--- src/rtl/snake_move_ctrl_if.sv ---
// -----------------------------------------------------------------------------
// snake_move_ctrl_if
//   Bundles the four raw push-button lines and the move1 word/strobe produced
//   by snake_move_ctrl.
//
//   Signals:
//     btn_up, btn_down, btn_left, btn_right : raw buttons, asynchronous to clock
//     move1       [31:0] : {16'b0, press_cnt[7:0], 5'b0, dir[2:0]}
//     move_strobe        : one-cycle pulse on the edge where move1 updates
//
//   Modports:
//     master : button source / move1 consumer (board wrapper or testbench)
//     slave  : snake_move_ctrl itself
// -----------------------------------------------------------------------------
interface snake_move_ctrl_if;
    logic        btn_up;
    logic        btn_down;
    logic        btn_left;
    logic        btn_right;
    logic [31:0] move1;
    logic        move_strobe;

    modport master (
        output btn_up,
        output btn_down,
        output btn_left,
        output btn_right,
        input  move1,
        input  move_strobe
    );

    modport slave (
        input  btn_up,
        input  btn_down,
        input  btn_left,
        input  btn_right,
        output move1,
        output move_strobe
    );
endinterface

--- src/rtl/snake_move_ctrl.sv ---
// -----------------------------------------------------------------------------
// snake_move_ctrl
//   Front end for skeleton_proc: turns four raw board push-buttons into the
//   32-bit move1 word that software polls to steer the snake.
//   Each button is polarity-normalised, synchronised (2 flops), debounced and
//   rising-edge detected. Accepted presses update the held direction and an
//   8-bit wrapping press counter.
//
//   Ports:
//     clock : system clock, all state on the rising edge
//     reset : asynchronous, active-high reset
//     bus   : snake_move_ctrl_if.slave (buttons in, move1/move_strobe out)
//
//   Parameters:
//     DEBOUNCE_CYCLES : consecutive differing samples needed to accept a level
//                       change (>= 1)
//     CNT_W           : debounce counter width, must hold DEBOUNCE_CYCLES
//     BTN_ACTIVE_LOW  : 1 = buttons read 0 when pressed
//
//   Build option:
//     SNAKE_MOVE_NO_REVERSE_EN : when defined, a press opposite to the current
//                                direction (up<->down, left<->right) is
//                                rejected; from dir=0 everything is accepted.
//
//   Direction codes: 0 none, 1 up, 2 down, 3 left, 4 right.
//   Latency: a level held from before edge 1 flips the debounced level at edge
//   DEBOUNCE_CYCLES+2 and updates move1/move_strobe at edge DEBOUNCE_CYCLES+3.
// -----------------------------------------------------------------------------
module snake_move_ctrl #(
    parameter int unsigned DEBOUNCE_CYCLES = 250000,
    parameter int unsigned CNT_W           = 18,
    parameter bit          BTN_ACTIVE_LOW  = 1'b1
) (
    input  logic              clock,
    input  logic              reset,
    snake_move_ctrl_if.slave  bus
);

    localparam logic [CNT_W-1:0] DEB_LIMIT = CNT_W'(DEBOUNCE_CYCLES);

    localparam logic [2:0] DIR_NONE  = 3'd0;
    localparam logic [2:0] DIR_UP    = 3'd1;
    localparam logic [2:0] DIR_DOWN  = 3'd2;
    localparam logic [2:0] DIR_LEFT  = 3'd3;
    localparam logic [2:0] DIR_RIGHT = 3'd4;

    // Bit order doubles as priority order: bit 0 (up) wins.
    logic [3:0] btn_raw;
    logic [3:0] press_evt;
    logic [3:0] press_q;

    assign btn_raw = {bus.btn_right, bus.btn_left, bus.btn_down, bus.btn_up};

    // -------------------------------------------------------------------------
    // Per-button synchroniser + debouncer + rising-edge detector
    // -------------------------------------------------------------------------
    genvar gi;
    generate
        for (gi = 0; gi < 4; gi++) begin : g_btn
            logic             sync1_q;
            logic             sync2_q;
            logic             deb_q;
            logic [CNT_W-1:0] cnt_q;
            logic [CNT_W-1:0] cnt_inc;
            logic             flip;

            assign cnt_inc = cnt_q + CNT_W'(1);
            // The level change is accepted on the edge whose increment would
            // reach the limit, so the counter never actually holds the limit.
            assign flip    = (sync2_q != deb_q) && (cnt_inc == DEB_LIMIT);

            always_ff @(posedge clock or posedge reset) begin
                if (reset) begin
                    sync1_q <= 1'b0;
                    sync2_q <= 1'b0;
                    deb_q   <= 1'b0;
                    cnt_q   <= '0;
                end else begin
                    sync1_q <= btn_raw[gi] ^ BTN_ACTIVE_LOW;
                    sync2_q <= sync1_q;
                    if (sync2_q == deb_q) begin
                        // Any agreeing sample means the input bounced back.
                        cnt_q <= '0;
                    end else if (flip) begin
                        cnt_q <= '0;
                        deb_q <= ~deb_q;
                    end else begin
                        cnt_q <= cnt_inc;
                    end
                end
            end

            // Only released->pressed transitions are events.
            assign press_evt[gi] = flip && !deb_q;
        end
    endgenerate

    // -------------------------------------------------------------------------
    // Decision: pick one event by priority, optionally veto reversals
    // -------------------------------------------------------------------------
    logic [2:0] dir_q;
    logic [7:0] press_cnt_q;
    logic       strobe_q;
    logic [2:0] win_code_d;
    logic       accept_d;

    always_comb begin
        win_code_d = DIR_NONE;
        if (press_q[0])      win_code_d = DIR_UP;
        else if (press_q[1]) win_code_d = DIR_DOWN;
        else if (press_q[2]) win_code_d = DIR_LEFT;
        else if (press_q[3]) win_code_d = DIR_RIGHT;

        accept_d = (win_code_d != DIR_NONE);
`ifdef SNAKE_MOVE_NO_REVERSE_EN
        // Lower-priority events are already dropped, so a vetoed winner means
        // nothing is accepted this cycle.
        if (((dir_q == DIR_UP)    && (win_code_d == DIR_DOWN))  ||
            ((dir_q == DIR_DOWN)  && (win_code_d == DIR_UP))    ||
            ((dir_q == DIR_LEFT)  && (win_code_d == DIR_RIGHT)) ||
            ((dir_q == DIR_RIGHT) && (win_code_d == DIR_LEFT))) begin
            accept_d = 1'b0;
        end
`endif
    end

    always_ff @(posedge clock or posedge reset) begin
        if (reset) begin
            press_q     <= 4'b0;
            dir_q       <= DIR_NONE;
            press_cnt_q <= 8'd0;
            strobe_q    <= 1'b0;
        end else begin
            press_q  <= press_evt;
            strobe_q <= accept_d;
            if (accept_d) begin
                dir_q       <= win_code_d;
                press_cnt_q <= press_cnt_q + 8'd1;
            end
        end
    end

    // Built purely from flops, so move1 is stable between strobes.
    assign bus.move1       = {16'b0, press_cnt_q, 5'b0, dir_q};
    assign bus.move_strobe = strobe_q;

endmodule

--- src/flat_wrapper.sv ---
// flat-port wrapper written by rule: the top's interface ports become plain ports
module snake_move_ctrl_flat 
#(
    parameter int unsigned DEBOUNCE_CYCLES = 250000,
    parameter int unsigned CNT_W           = 18,
    parameter bit          BTN_ACTIVE_LOW  = 1'b1
)
  (clock, reset, bus_btn_up, bus_btn_down, bus_btn_left, bus_btn_right, bus_move1, bus_move_strobe);
  snake_move_ctrl_if bus_i ();
  input  logic clock;
  input  logic reset;
  input wire logic [$bits(bus_i.btn_up)-1:0] bus_btn_up;
  input wire logic [$bits(bus_i.btn_down)-1:0] bus_btn_down;
  input wire logic [$bits(bus_i.btn_left)-1:0] bus_btn_left;
  input wire logic [$bits(bus_i.btn_right)-1:0] bus_btn_right;
  output wire logic [$bits(bus_i.move1)-1:0] bus_move1;
  output wire logic [$bits(bus_i.move_strobe)-1:0] bus_move_strobe;
  assign bus_i.btn_up = bus_btn_up;
  assign bus_i.btn_down = bus_btn_down;
  assign bus_i.btn_left = bus_btn_left;
  assign bus_i.btn_right = bus_btn_right;
  assign bus_move1 = bus_i.move1;
  assign bus_move_strobe = bus_i.move_strobe;
  snake_move_ctrl #(.DEBOUNCE_CYCLES(DEBOUNCE_CYCLES), .CNT_W(CNT_W), .BTN_ACTIVE_LOW(BTN_ACTIVE_LOW)) u_core (.clock(clock), .reset(reset), .bus(bus_i));
endmodule
--- config.mk ---
export PLATFORM = sky130hd
export DESIGN_NAME = snake_move_ctrl_flat
export DESIGN_NICKNAME = d
export VERILOG_FILES = /design/src/rtl/snake_move_ctrl_if.sv /design/src/rtl/snake_move_ctrl.sv /design/src/flat_wrapper.sv
export SDC_FILE = /design/constraint.sdc
export NUM_CORES = 1
export LEC_CHECK = 0
export ABC_AREA = 1
export ABC_CLOCK_PERIOD_IN_PS = 5650
export BUFFER_PORTS_ARGS = -buffer_cell sky130_fd_sc_hd__clkbuf_2
export CORE_UTILIZATION = 55
export CTS_BUF_LIST = sky130_fd_sc_hd__clkbuf_4 sky130_fd_sc_hd__clkbuf_8
export CTS_CLUSTER_SIZE = 40
export DETAILED_ROUTE_END_ITERATION = 10
export GPL_TIMING_DRIVEN = 0
export PLACE_DENSITY = 0.74
export SYNTH_ARGS = -nofsm -noshare
export SYNTH_HDL_FRONTEND = slang
export SYNTH_SLANG_ARGS = --single-unit
--- constraint.sdc ---
create_clock -name clock -period 5.65 [get_ports clock]
set_clock_uncertainty 0.15 [all_clocks]
set_input_delay 0.2825 -clock clock [delete_from_list [all_inputs] [get_ports clock]]
set_output_delay 0.2825 -clock clock [all_outputs]
set_load 0.02 [all_outputs]
==> impl_metrics.toml <==
[run_status]
status = "completed"

[power_and_ir_drop]
power_density_mw_per_mm2 = 209
power_leakage_nw = 2.97
peakVddDrop_uv = 188

[drt]
wl_um = 11000
drt_iter0_drc = 249
post_drt_wl_per_cell_um = 11.5
drt_pass1_iterations = 5
antenna_left = 0
vias_per_cell = 4.99
num_vias = 4796
route.detailed.drc = 0

[floorplan]
floorplan.die_area_mm2 = 0.0106
die_x_um = 103
start_util_pct = 57.0
top_level_ports = 39
fp.dieH_um = 103
row_count = 36
coreArea_mm2 = 0.00982

[timing]
finalMaxSlewViolations = 0
timing.final.ws_setup_ns = 3.41
fin_crit_sh_pct = 39.6
hold_violations = 0
fin_crit_ns = 2.24
finalSetupViolations = 0
fmax_ghz = 0.447
setup_tns_ns = 0
rsz0062_at_grt = "false"
hold_slack_ns = 0.205

[worst_setup_path]
r2r-end = "u_core.g_btn[3].cnt_q[1]$_DFF_PP0_"
cpPeakStageDelay_ns = 0.45
startpoint_type = "flip-flop"
crit_fanout = 9
path_class = "flip-flop to flip-flop"
path_cells = "ha_1 -> nand2_1 -> nor2_2 -> nand2_2 -> o21bai_1 -> nand2_1 -> nor2_1 -> nand2_1 -> nor2_1 -> nand2_2 -> nand2_4 -> nor2_1"
crit_path_end_kind = "flip-flop"
cp_slowest_cell = "dfrtp_1"
cp_data_arrival_time_ns = 2.35
reg2reg_depth = 12
critPathRequiredTime_ns = 5.76
rr_startpoint = "u_core.g_btn[3].cnt_q[0]$_DFF_PP0_"
reg2reg_slack_ns = 3.41

[place]
place_congestion = 0.878
dpl.hpwl_um = 8250
place_area_mm2 = 0.00596
dp_slack_ns = 3.44
place_inst = 940
io_buffers = 17

[global_routing]
grt_max_degree = 69
grt_pass1_wl_um = 18800
grt_pass1_vias = 4360
grt_overflow_total = 0
grt_usage_pct = 22.8
antenna_found_initial = 0

[yosys]
yosysMostFrequentCell = "nand2_1"
synth_top_area_cell = "dfrtp_1"
synth_cell_types = 26
ys_async_sr_fraction_pct = 100
yosys-top-cells-area = "dfrtp_1 45%, nand2_1 15%, nor2_1 9.5%"
yosys-top-cells-count = "222 x nand2_1, 142 x nor2_1, 103 x inv_1"
synth_top_area_share_pct = 44.7
yosysSeqAreaShare_pct = 44.7
synthCells = 769
netlist_area_mm2 = 0.00560
synth_ff_type = "dfrtp_1"
synth_edf_count = 0
ys_ff_latch = 100
yosysWarnings = 0
syn_area_per_cell_um2 = 7.28

[worst_hold_path]
hold_path.class = "flip-flop to flip-flop"
hp-start = "u_core.g_btn[3].sync1_q$_DFF_PP0_"
hold_end = "u_core.g_btn[3].sync2_q$_DFF_PP0_"
hold_path_depth = 0

[cells_and_area]
instances_no_fill = 961
antenna_cells = 0
nFillCells = 895
syn_to_final_growth_pct = 11.1
drive_gt1_share_pct = 10.4
fin_area_mm2 = 0.00622
nets = 838

[clocking]
tritoncts = "yes"
htreeDepth = 3
clkSinkCount = 100
path_clk_slew_ns = 0.09
postCtsSetupBuffers = 0
cts_buffers = 9
insertion_delay_ns = 0.36
clk_path_buf_depth = 2
cts_root_buffer = "clkbuf_8"

[flow_run]
drv_cap = 0
==> power by group <==
part	internal, mW	switching [mW]	total, mW	leakage, nW
combinational	0.0256	0.0501	0.0757	1.49
sequential	0.725	0.0100	0.735	1.37
clock	0.247	0.242	0.489	0.113
total	0.997	0.302	1.30	2.97
==> cells by family (layout without fill, tap and decap cells) <==
kind of cell / count (synthesis) / in the layout / synth area share [%]
buffers and inverters: 124 / 163 / 9.72
adders and majority gates: 9 / 9 / 2.01
xor gates and xnor gates: 18 / 18 / 2.82
other: 1 / 21 / 0.0670
and+or+nand+nor: 480 / 480 / 36.8
AOI/OAI and AO/OA: 37 / 37 / 3.93
DFF: 100 / 100 / 44.7
==> metrics by stage <==
| step | power [mW] | util, % |
|---|---|---|
| after detailed placement | 0.823 | 60.7 |
| final | 1.30 | 63.4 |
| after floorplan | 0.805 | - |
| after global placement | 0.818 | 60.3 |
| after global routing | 1.36 | 63.4 |
| after CTS | 1.32 | 63.4 |
==> worst max-delay path, delay by kind of cell (launching register included) <==
family,cells,cell delay (ns)
AND/OR/NAND/NOR,10,1.15
flip-flops,1,0.45
adder cells (fa/ha/maj),1,0.23
AO/OA/AOI/OAI,1,0.16
==> flip-flops by register name, summed over array words and instances, names as in the netlist <==
signal	count
u_core.dir_q	3
u_core.g_btn.cnt_q	72
u_core.press_cnt_q	8
u_core.g_btn.deb_q	4
u_core.g_btn.sync1_q	4
u_core.g_btn.sync2_q	4
u_core.bus.move_strobe	1
u_core.press_q	4
==> area by class of cell <==
class	instances	area [um2]	share of cell area (%)
Sequential cell	100	2500	40.2
Buffer	21	158	2.53
Clock buffer	13	173	2.77
Clock inverter	3	43.8	0.704
Inverter	103	389	6.25
Timing Repair Buffer	23	163	2.61
Multi-Input combinational cell	565	2630	42.2
Tap cell	133	166	2.67
==> layer usage <==
layer | routed length (um) | global-route usage, %
met5 | 0 | 0
met4 | 70 | 4.98
met3 | 449 | 5.63
met2 | 5510 | 39.9
met1 | 4980 | 28.6
==> repair_timing <==
item,CTS,global route
hold endpoints to repair,36,0
hold buffers,5,0
gates resized for setup,0,0
==> worst max path at each step <==
stage | startpoint | endpoint
after CTS | u_core.g_btn[1].cnt_q[0]$_DFF_PP0_ | u_core.g_btn[1].cnt_q[4]$_DFF_PP0_
final | u_core.g_btn[3].cnt_q[0]$_DFF_PP0_ | u_core.g_btn[3].cnt_q[1]$_DFF_PP0_
after global placement | reset | u_core.g_btn[3].cnt_q[10]$_DFF_PP0_
after floorplan | reset | u_core.bus.move_strobe$_DFF_PP0_
after global routing | u_core.g_btn[1].cnt_q[0]$_DFF_PP0_ | u_core.g_btn[1].cnt_q[15]$_DFF_PP0_
after detailed placement | u_core.g_btn[1].cnt_q[0]$_DFF_PP0_ | u_core.g_btn[1].cnt_q[7]$_DFF_PP0_
==> cells in the final DEF, fill, tap and decap left out, types with 3 or more instances in the layout <==
cell type      synthesis  layout
xnor2_1               10      10
a21oi_1               16      16
nor3_1                 6       6
inv_1                103     102
dfrtp_1              100     100
nand3b_1               9       9
nand3_1               50      50
dlygate4sd3_1          0       5
xor2_1                 8       8
ha_1                   9       9
nand2_2                6       6
nor2_2                16      16
o21ai_0                6       6
clkbuf_2               0      17
buf_4                 21      21
nand4_1               22      22
nand2_1              222     222
clkbuf_8               0      12
o21bai_1              10      10
conb_1                 1      21
nor2_1               142     142
nand2_4                3       3
Note: power is estimated with default switching activity, not from simulation.
